File: src/rtl/buzzer_melody_sequencer.sv
// Steps buzzer_pwm through a fixed melody table: period/duty/tone_on per note, silent gap after each entry.
// Optional: define BUZZER_SEQ_LOOP_EN to restart from entry 0 at end-of-song instead of pulsing done.
module buzzer_melody_sequencer #(
    parameter int N        = 32,
    parameter int BEAT_CYC = 12_500_000,
    parameter int GAP_CYC  = 500_000,
    parameter int NOTES    = 8
) (
    input  logic         clk,
    input  logic         rst_n,
    input  logic         start,
    input  logic         stop,
    input  logic [1:0]   vol,
    output logic [N-1:0] period,
    output logic [N-1:0] duty,
    output logic         tone_on,
    output logic         busy,
    output logic         done,
    output logic [2:0]   note_idx
);

    localparam logic [31:0] BEAT_LAST = 32'(BEAT_CYC - 1);
    localparam logic [31:0] GAP_LAST  = 32'(GAP_CYC - 1);
    localparam logic [2:0]  LAST_IDX  = 3'(NOTES - 1);

    typedef enum logic [1:0] {IDLE, LOAD, PLAY, GAP} state_t;

    state_t       state_q, state_d;
    logic [N-1:0] period_q, period_d;
    logic [N-1:0] duty_q, duty_d;
    logic         tone_on_q, tone_on_d;
    logic         busy_q, busy_d;
    logic         done_q, done_d;
    logic [2:0]   note_idx_q, note_idx_d;
    logic         wrapped_q, wrapped_d;
    logic [3:0]   beat_cnt_q, beat_cnt_d;
    logic [31:0]  cyc_cnt_q, cyc_cnt_d;

    logic [N-1:0] entry_inc;
    logic [3:0]   entry_beats;
    logic [N-1:0] vol_duty;

    // Melody table: phase increment (0 = rest) and length in beats (0 = end of song).
    always_comb begin
        entry_inc   = '0;
        entry_beats = '0;
        case (note_idx_q)
            3'd0: begin entry_inc = N'(44925); entry_beats = 4'd2; end
            3'd1: begin entry_inc = N'(50423); entry_beats = 4'd1; end
            3'd2: begin entry_inc = N'(56608); entry_beats = 4'd1; end
            3'd3: begin entry_inc = '0;        entry_beats = 4'd1; end
            3'd4: begin entry_inc = N'(67345); entry_beats = 4'd2; end
            default: ;
        endcase
    end

    always_comb begin
        vol_duty = '0;
        case (vol)
            2'd0: vol_duty = N'(64'd429496729);
            2'd1: vol_duty = N'(64'd858993459);
            2'd2: vol_duty = N'(64'd1288490188);
            2'd3: vol_duty = N'(64'd2147483648);
            default: ;
        endcase
    end

    always_comb begin
        state_d    = state_q;
        period_d   = period_q;
        duty_d     = duty_q;
        tone_on_d  = tone_on_q;
        busy_d     = busy_q;
        done_d     = 1'b0;
        note_idx_d = note_idx_q;
        wrapped_d  = wrapped_q;
        beat_cnt_d = beat_cnt_q;
        cyc_cnt_d  = cyc_cnt_q;

        // stop overrides everything; period/duty deliberately keep their last values
        if (stop && state_q != IDLE) begin
            state_d   = IDLE;
            tone_on_d = 1'b0;
            busy_d    = 1'b0;
        end else begin
            case (state_q)
                IDLE: begin
                    if (start && !stop) begin
                        state_d    = LOAD;
                        note_idx_d = '0;
                        wrapped_d  = 1'b0;
                        busy_d     = 1'b1;
                    end
                end
                LOAD: begin
                    if (entry_beats == 4'd0 || wrapped_q) begin
`ifdef BUZZER_SEQ_LOOP_EN
                        note_idx_d = '0;
                        wrapped_d  = 1'b0;
`else
                        state_d    = IDLE;
                        done_d     = 1'b1;
                        busy_d     = 1'b0;
                        tone_on_d  = 1'b0;
                        wrapped_d  = 1'b0;
`endif
                    end else begin
                        state_d    = PLAY;
                        period_d   = entry_inc;
                        duty_d     = vol_duty;
                        tone_on_d  = (entry_inc != '0);
                        beat_cnt_d = entry_beats;
                        cyc_cnt_d  = '0;
                    end
                end
                PLAY: begin
                    if (cyc_cnt_q == BEAT_LAST) begin
                        cyc_cnt_d  = '0;
                        beat_cnt_d = beat_cnt_q - 4'd1;
                        if (beat_cnt_q <= 4'd1) begin
                            state_d   = GAP;
                            tone_on_d = 1'b0;
                        end
                    end else begin
                        cyc_cnt_d = cyc_cnt_q + 32'd1;
                    end
                end
                GAP: begin
                    if (cyc_cnt_q == GAP_LAST) begin
                        state_d    = LOAD;
                        cyc_cnt_d  = '0;
                        note_idx_d = note_idx_q + 3'd1;
                        wrapped_d  = (note_idx_q == LAST_IDX);
                    end else begin
                        cyc_cnt_d = cyc_cnt_q + 32'd1;
                    end
                end
                default: state_d = IDLE;
            endcase
        end
    end

    always_ff @(posedge clk or negedge rst_n) begin
        if (!rst_n) begin
            state_q    <= IDLE;
            period_q   <= '0;
            duty_q     <= '0;
            tone_on_q  <= 1'b0;
            busy_q     <= 1'b0;
            done_q     <= 1'b0;
            note_idx_q <= '0;
            wrapped_q  <= 1'b0;
            beat_cnt_q <= '0;
            cyc_cnt_q  <= '0;
        end else begin
            state_q    <= state_d;
            period_q   <= period_d;
            duty_q     <= duty_d;
            tone_on_q  <= tone_on_d;
            busy_q     <= busy_d;
            done_q     <= done_d;
            note_idx_q <= note_idx_d;
            wrapped_q  <= wrapped_d;
            beat_cnt_q <= beat_cnt_d;
            cyc_cnt_q  <= cyc_cnt_d;
        end
    end

    assign period   = period_q;
    assign duty     = duty_q;
    assign tone_on  = tone_on_q;
    assign busy     = busy_q;
    assign done     = done_q;
    assign note_idx = note_idx_q;

endmodule
File: config.mk
export PLATFORM = sky130hd
export DESIGN_NAME = buzzer_melody_sequencer
export DESIGN_NICKNAME = d
export VERILOG_FILES = /design/src/rtl/buzzer_melody_sequencer.sv
export SDC_FILE = /design/constraint.sdc
export NUM_CORES = 1
export LEC_CHECK = 0
export ABC_CLOCK_PERIOD_IN_PS = 3000
export BUFFER_PORTS_ARGS = -buffer_cell sky130_fd_sc_hd__clkbuf_2
export CAP_MARGIN = 20
export CORE_MARGIN = 10
export CORE_UTILIZATION = 50
export CTS_BUF_LIST = sky130_fd_sc_hd__clkbuf_4
export DETAILED_ROUTE_END_ITERATION = 7
export PLACE_DENSITY = 0.8
export SLEW_MARGIN = 25
export SYNTH_ARGS = -nofsm -noshare
export SYNTH_HDL_FRONTEND = slang
export SYNTH_SLANG_ARGS = --single-unit
File: constraint.sdc
create_clock -name clk -period 3 [get_ports clk]
set_input_delay 0.3 -clock clk [delete_from_list [all_inputs] [get_ports clk]]
set_output_delay 0.3 -clock clk [all_outputs]
set_load 0.05 [all_outputs]
# After elaboration in Yosys (flattened, before gate mapping)

Index checks and enable logic that the tools add are counted.

Register bits after elaboration: 109
Output and inout port bits: 70

Bitwise gates (word level): 2
Equality and inequality tests: 23
Order comparisons: 1
Mux-type cells: 35
Reductions and logical operators: 26
$add $sub $neg: 3

Operators with widths:

| cell                  | count |
|---|---|
| $pmux 32 s4           | 1 |
| $mux 32               | 3 |
| $pmux 32 s3           | 1 |
| $pmux 17 s4           | 1 |
| $add 32x1->32 const B | 1 |
| $eq 32x19->1 const B  | 1 |
| $eq 32x24->1 const B  | 1 |
| $reduce_bool 32->1    | 1 |
| $ne 3x3->1 const B    | 5 |
| $mux 1                | 12 |
| $mux 2                | 6 |
| $reduce_and 3->1      | 4 |
| $reduce_and 4->1      | 3 |
| $reduce_bool 3->1     | 4 |
| $ne 2x2->1 const B    | 5 |
| $eq 2x2->1 const B    | 4 |
| $mux 4                | 2 |
| $pmux 2 s4            | 1 |
| $pmux 4 s2            | 1 |
| $eq 3x2->1 const B    | 2 |
| $eq 3x3->1 const B    | 2 |
| $mux 3                | 2 |
| $pmux 3 s2            | 1 |
| $reduce_bool 2->1     | 3 |
| 18 further kinds      | 23 |

# Depth between registers and ports, before layout

Gate-level depths: netlist of the first run.

Depth after elaboration: 8
Gate-level depth with buffers: 12
Depth with buffers taken out: 8

# Worst setup path before layout of the first run

Ideal clock, no wire load.

Kind: reg2reg
Start point: register note_idx_q[0] (netlist: note_idx[0])
End point: register cyc_cnt_q[29]
Clock period less this slack: 2.663 ns
Cell stages (with the launch flop): 11
Path slack: 0.337 ns
Buffers on the path: 2
Required time: 2.874 ns
Arrival: 2.537 ns
Cell sequence: dfrtp_1 > inv_1 > ha_1 > or2_2 > nand2_1 > a31o_2 > clkbuf_1 > a21oi_2 > buf_6 > and3_1 > a221o_1

Cells in the longest elaborated chain, start to end: 7
Elaborated cells on any way between the ends: 12

Ends and longest elaborated chain:

| item                                                                | line | text |
|---|---|---|
| start, declared                                                     | 34   | `logic [2:0] note_idx_q, note_idx_d;` |
| start signal, assigned                                              | 162  | `note_idx_q <= note_idx_d;` |
| $eq 3x2->1, or another cell as far along                            | 47   | `case (note_idx_q)` |
| $reduce_or 3->1 (no line) / $reduce_or 2->1 (equally long branches) | n/a  |  |
| $pmux 2 s2 *                                                        | 47   |  |
| $logic_not 4->1 *                                                   | 96   | `if (entry_beats == 4'd0 \|\| wrapped_q) begin` |
| $logic_or 1x1->1 *                                                  | 96   |  |
| $ne 2x2->1 (no line) *                                              | n/a  |  |
| $reduce_and 3->1 (no line) *                                        | n/a  |  |
| end signal, assigned                                                | 165  | `cyc_cnt_q <= cyc_cnt_d;` |
| end, declared                                                       | 37   | `logic [31:0] cyc_cnt_q, cyc_cnt_d;` |

Every way passes the cells marked *; elsewhere a longest branch is shown, timed or not.
A chain may end at the register's enable or synchronous reset.

# Worst setup path after layout of the first run

Start point: register cyc_cnt_q[0]
End point: register tone_on_q (netlist: tone_on)

Cells in the longest elaborated chain, start to end: 3

Ends and longest elaborated chain:

| item                       | line | text |
|---|---|---|
| $eq 32x24->1               | 117  | `if (cyc_cnt_q == BEAT_LAST) begin` |
| $ne 3x3->1 (no line)       | n/a  |  |
| $reduce_and 3->1 (no line) | n/a  |  |
| end signal, assigned       | 159  | `tone_on_q <= tone_on_d;` |
| end, declared              | 31   | `logic tone_on_q, tone_on_d;` |

Every way passes these cells.

==> results.json, run 1 <==
{
  "clk_pin_slew_ps": 130,
  "p_sw_share_pct": 56.65,
  "fin_crit_ps": 2718,
  "crit_chain": "ha_1, nand3_1, or4_4, o31ai_2, a21oi_1, a311oi_1, mux2_1",
  "worstSetupStartpointType": "flop",
  "wl_per_cell_um": 15.43,
  "ir_drop_v": 0.0006009,
  "fin_util_pct": 54.52,
  "drc": 0,
  "status": "finished, final reports clean",
  "grt_max_degree": 63,
  "layout_common_cells": "dfrtp_1, clkbuf_2, nand2_1",
  "io_buffers": 60,
  "ant_nets": 0,
  "crit_arrival_ps": 3040,
  "vias": 3419,
  "ys_dominant_reg_cell": "dfrtp_1",
  "synth-seq-cells": 62,
  "hold_buffers": 0,
  "p_leak_nw": 1.936,
  "antenna_cells": 0,
  "tns_ps": 0,
  "path_class": "flop to flop",
  "synthCells": 461,
  "cts_resized": 0,
  "clkLatencyLatePin_ps": 420,
  "cp_max_fo": 6,
  "syn_area_um2": 3976,
  "h-tree-depth": 3,
  "num_rows": 32,
  "start_util_pct": 51.46,
  "setup_viol": 0,
  "cts_sinks": 62,
  "synth_edf_count": 0,
  "postCtsSetupRepairBufs": 0,
  "hold_violations": 0,
  "p_clk_share_pct": 14.6,
  "maxSlewHeadroom_pct": 49.21,
  "avgSynthCellArea_um2": 8.625,
  "avgViaCountPerCell": 5.756,
  "path_buf_inv": 0,
  "routed_wl_um": 9168,
  "gp_congestion": 0.9713,
  "cp_slowest_cell": "or4_4",
  "dieArea_um2": 11920,
  "grt_pass1_vias": 3134,
  "io_pins": 76,
  "power_switching_w": 0.002302,
  "nets": 507,
  "die_y_um": 109.2,
  "track_usage_pct": 15.23,
  "period_share_pct": 90.60,
  "p_seq_share_pct": 27.8,
  "rsz0062_at_grt": "false",
  "p_per_area_nw_per_um2": 964.5,
  "comb_power_share_pct": 57.7,
  "areaGrowthSynthToFinish_pct": 5.947,
  "drt_first_pass_iters": 5,
  "ctsRootBufferMaster": "clkbuf_4",
  "core-area_um2": 7727,
  "n_fill_cell": 705,
  "endpoint_kind": "flop",
  "ys_warn_count": 0,
  "final_common_cell": "dfrtp_1",
  "final_max_slew_viol_count": 0,
  "cts_tree": "yes",
  "worst_slew_pin_slew_ps": 761.9,
  "synth_cell_type_count": 62,
  "cts_inserted_buffers": 9,
  "antenna_found_initial": 0,
  "skew_ps": 19.68,
  "crit_family": "simple AND/OR/NAND/NOR gates",
  "cp.required_ps": 3320,
  "synthArstFlopShare_pct": 100.0,
  "grt-ovfl-total": 0,
  "die_w_um": 109.2,
  "ctsLongestPathBuffers": 2,
  "fmax_ghz": 0.3679,
  "ys_seq_area_share_pct": 39.02,
  "drive_above_1_share_pct": 19.72,
  "max_cap_violations": 0,
  "max_stage_delay_ps": 620,
  "grt_first_pass_wirelength_um": 15050,
  "p_int_w": 0.001761,
  "dpl.hpwl_um": 6698,
  "min_path_type": "input pin to async pin",
  "first_iter_violations": 318
}
[worst reg2reg max path: stages, from the launching register on]
cell and delay [ps]:
dfrtp_1 420, ha_1 250, nand3_1 220, or4_4 620
o31ai_2 370, a21oi_1 110, a311oi_1 290, mux2_1 350
[worst paths after layout]
check	from	to	slack (ps)	cells after the start
max in group asynchronous	rst_n	cyc_cnt_q[7]	2460	2
min in group clk	vol[0]	duty[27]	110	2
worst min-delay path	rst_n	period[9]	30	2
worst min register to register	period[9]	period[9]	500	2
worst max-delay path	cyc_cnt_q[0]	tone_on	280	7
worst max register to register	cyc_cnt_q[0]	tone_on	280	7
[cells by family (layout without fill, tap and decap cells)]
group / count (synthesis) / after routing / synth area share [%]
flops: 62 / 62 / 39.02
other cells: 1 / 15 / 0.09431
simple gates: 171 / 171 / 21.59
buf+inv: 81 / 98 / 12.93
mux: 3 / 3 / 0.7867
xor+xnor: 2 / 2 / 0.4406
compound gates: 127 / 127 / 20.74
fa+ha+maj: 14 / 14 / 4.405
[metrics by stage]
stage	total power, W	std cells	instance area [um^2]	worst slack, ps	hold slack, ps
4_1_cts	0.004087	594	4213	326.9	52.77
3_5_place_dp	0.003491	578	4071	333.9	473.2
6_report	0.004063	594	4213	282.0	29.86
2_1_floorplan	0.003274	475	4029	336.7	4.409
5_1_grt	0.004297	594	4213	148.9	92.93
3_3_place_gp	0.003446	578	4071	387.5	461.7
[Yosys cell counts (2+ instances only)]
cell | n | area, um^2
nor2_1 | 28 | 105.1
a31oi_1 | 14 | 87.58
nor3b_1 | 2 | 15.01
a221o_1 | 3 | 30.03
or2_2 | 3 | 18.77
nor3_1 | 12 | 60.06
o31ai_1 | 6 | 45.04
clkbuf_1 | 13 | 48.80
buf_4 | 48 | 360.4
nor4b_1 | 4 | 35.03
xnor2_1 | 2 | 17.52
o21a_1 | 2 | 15.01
o21ai_0 | 36 | 180.2
nand2b_1 | 7 | 43.79
buf_2 | 4 | 20.02
nand4_1 | 12 | 75.07
a21oi_1 | 33 | 165.2
inv_1 | 12 | 45.04
a21o_1 | 4 | 30.03
buf_6 | 2 | 22.52
nor4_1 | 5 | 31.28
or3_1 | 2 | 12.51
mux2i_1 | 2 | 20.02
and3_1 | 7 | 43.79
a22o_1 | 4 | 35.03
a41oi_1 | 6 | 52.55
nand2_1 | 56 | 210.2
a31o_2 | 2 | 17.52
nand3_1 | 19 | 95.09
and4_1 | 4 | 35.03
o31a_1 | 2 | 17.52
ha_1 | 14 | 175.2
dfrtp_1 | 62 | 1551
[state kept, by name, indices dropped and copies added (netlist names)]
signal and count:
busy 1, state_q 2, cyc_cnt_q 32, duty 5
tone_on 1, period 12, done 1, beat_cnt_q 4
wrapped_q 1, note_idx 3
[final cells by class]
cell class,instances,area [um^2],area share (%)
clock inverters,7,73.82,1.752
repair buffers,69,380.4,9.029
multi-input cells,332,1963,46.60
inverters,13,48.80,1.158
flip-flops and latches,62,1551,36.83
clock buffers,9,67.56,1.604
well taps,102,127.6,3.029
[power by group through the flow]
| stage | clock (W) | combinational [W] | sequential [W] |
|---|---|---|---|
| final | 0.000592 | 0.00234 | 0.00113 |
| after global routing | 0.000642 | 0.00250 | 0.00116 |
| after CTS | 0.000610 | 0.00235 | 0.00113 |
| after detailed placement | 0 | 0.00234 | 0.00115 |
| after global placement | 0 | 0.00231 | 0.00113 |
| after floorplan | 0 | 0.00180 | 0.00147 |
[routing by layer]
metal | GRT usage (%) | wire length [um] | vias up
li1 | - | - | 1663
met1 | 18.61 | 3915 | 1616
met2 | 25.24 | 4310 | 127
met3 | 4.602 | 825 | 13
met4 | 4.833 | 117 | 0
met5 | 0 | 0 | -
Power figures use the tool's default switching activity.
==> inputs of run 2 (changes only) <==
- CORE_MARGIN: 10 -> 4
==> run 2 against run 1 <==
Net effect: global-route usage increased by 3.9 points; final area rose by 0.21%; sequential share of layout area is 0.076 points lower; worst hold slack better by 75 ps; worst setup slack worse by 22 ps; sequential power barely moved; count of clock-buffer cells in the layout rose by 2; first-iteration DRC count decreased by 40%; final cell count is 0.34% higher; clock skew shrank 10 ps; register-to-register slack lost 20 ps; critical path type unchanged; critical endpoint unchanged.
==> results.json, run 2 (synthesized netlist as in run 1, its figures left out) <==
{
  "ir_drop_v": 0.0006031,
  "nets": 509,
  "cts_sinks": 62,
  "wl_per_cell_um": 15.00,
  "met2WireLength_um": 4110,
  "comb_power_share_pct": 57.6,
  "dp_slack_ps": 319.8,
  "fmax_ghz": 0.3650,
  "power_switching_w": 0.002270,
  "tns_ps": 0,
  "p_leak_nw": 1.941,
  "ant_nets": 0,
  "areaGrowthSynthToFinish_pct": 6.167,
  "crit_arrival_ps": 3050,
  "dieArea_um2": 9443,
  "cp_max_fo": 6,
  "grt_first_pass_wirelength_um": 15080,
  "status": "finished, final reports clean",
  "setup_viol": 0,
  "drt_first_pass_iters": 5,
  "start_util_pct": 51.46,
  "p_int_w": 0.001775,
  "highest_layer": "met4",
  "cts_inserted_buffers": 9,
  "h-tree-depth": 3,
  "finalPower_w": 0.004045,
  "drc": 0,
  "worstSetupStartpointType": "flop",
  "die_w_um": 97.18,
  "skew_ps": 9.646,
  "ctsRootBufferMaster": "clkbuf_4",
  "first_iter_violations": 191,
  "avgViaCountPerCell": 5.787,
  "dp_cells": 579,
  "min_path_type": "input pin to flop",
  "worst_slew_pin_slew_ps": 564.0,
  "p_clk_share_pct": 14.5,
  "vias": 3449,
  "antenna_cells": 0,
  "p_per_area_nw_per_um2": 958.1,
  "cts_tree": "yes",
  "routed_wl_um": 8942,
  "clk_pin_slew_ps": 110,
  "n_fill_cell": 708,
  "num_rows": 32,
  "largest-register": "cyc_cnt_q",
  "wl_met1_um": 3996,
  "cp.required_ps": 3310,
  "rsz0062_at_grt": "false",
  "dpl.hpwl_um": 6495,
  "final_common_cell": "dfrtp_1",
  "fin_ws_ps": 260.2,
  "gp_congestion": 0.9603,
  "hold_violations": 0,
  "io_buffers": 60,
  "largest_register_ffs": 32,
  "layout_common_cells": "dfrtp_1, clkbuf_2, nand2_1",
  "die_y_um": 97.18,
  "maxSlewHeadroom_pct": 62.06,
  "max_cap_violations": 0,
  "track_usage_pct": 19.13,
  "grt_pass1_vias": 3127,
  "dr_wl_met3_um": 676,
  "grt-ovfl-total": 0,
  "final_max_slew_viol_count": 0,
  "drive_above_1_share_pct": 19.43,
  "path_class": "flop to flop",
  "ctsLongestPathBuffers": 2,
  "stdcell_count": 596,
  "fin_crit_ps": 2740,
  "clkLatencyLatePin_ps": 420,
  "grt_max_degree": 50,
  "p_seq_share_pct": 27.9,
  "io_pins": 76,
  "p_sw_share_pct": 56.12,
  "endpoint_kind": "flop",
  "antenna_found_initial": 0,
  "fin_area_um2": 4222,
  "core-area_um2": 7727,
  "place_area_um2": 4079,
  "period_share_pct": 91.33
}
[run 2: cell types whose count changed in the layout (fill, tap and decap cells not counted)]
cell and delta:
clkbuf_4 +2, clkinv_1 +2, clkinv_4 -2, buf_4 +1
clkinv_2 -1, dlygate4sd3_1 +1, inv_6 -1
[run 2: repair_timing]
item                      in CTS  in global routing
hold endpoints to repair      14                  0
setup buffers                  0                  0
resized for setup              0                  0
hold buffers                   1                  0
[run 2: per-stage QoR]
stage          hold WS [ps]  util, %
2_1_floorplan         4.409        -
3_3_place_gp          233.2    52.79
3_5_place_dp          235.8    52.79
4_1_cts               92.52    54.63
5_1_grt               125.0    54.63
6_report              105.0    54.63
[run 2: area by class of cell]
class                      count  area, um^2  share of cell area, %
timing repair buffer          71       397.9                  9.425
clock buffer                  11       82.58                  1.956
inverter                      13       48.80                  1.156
sequential                    62        1551                  36.75
multi-input combinational    332        1963                  46.50
clock inverter                 5       50.05                  1.186
tap                          102       127.6                  3.023
[run 2: layer usage]
| metal | GRT usage, % | up-vias |
|---|---|---|
| met5 | 0 | - |
| met1 | 26.16 | 1624 |
| li1 | - | 1665 |
| met4 | 7.019 | 0 |
| met3 | 4.666 | 18 |
| met2 | 29.46 | 142 |
[run 2: power groups by stage]
stage / Sequential [W] / Combinational (W) / Clock (W)
2_1_floorplan: 0.00147 / 0.00180 / 0
3_3_place_gp: 0.00113 / 0.00230 / 0
3_5_place_dp: 0.00115 / 0.00233 / 0
4_1_cts: 0.00113 / 0.00233 / 0.000593
5_1_grt: 0.00116 / 0.00249 / 0.000628
6_report: 0.00113 / 0.00233 / 0.000587
[run 2: worst paths after layout]
check | start | to | slack, ps | depth (start not counted)
max | cyc_cnt_q[0] | tone_on | 260 | 7
min | vol[0] | duty[27] | 110 | 2
max reg2reg | cyc_cnt_q[0] | tone_on | 260 | 7
min reg2reg | period[14] | period[14] | 490 | 2
max in group asynchronous | rst_n | cyc_cnt_q[17] | 1980 | 3
min in group asynchronous | rst_n | period[11] | 330 | 2
[run 2: critical path, stage by stage, from the launching register on]
cell      delay, ps
dfrtp_1         410
ha_1            250
nand3_1         200
or4_4           610
o31ai_2         390
a21oi_1         130
a311oi_1        290
mux2_1          350
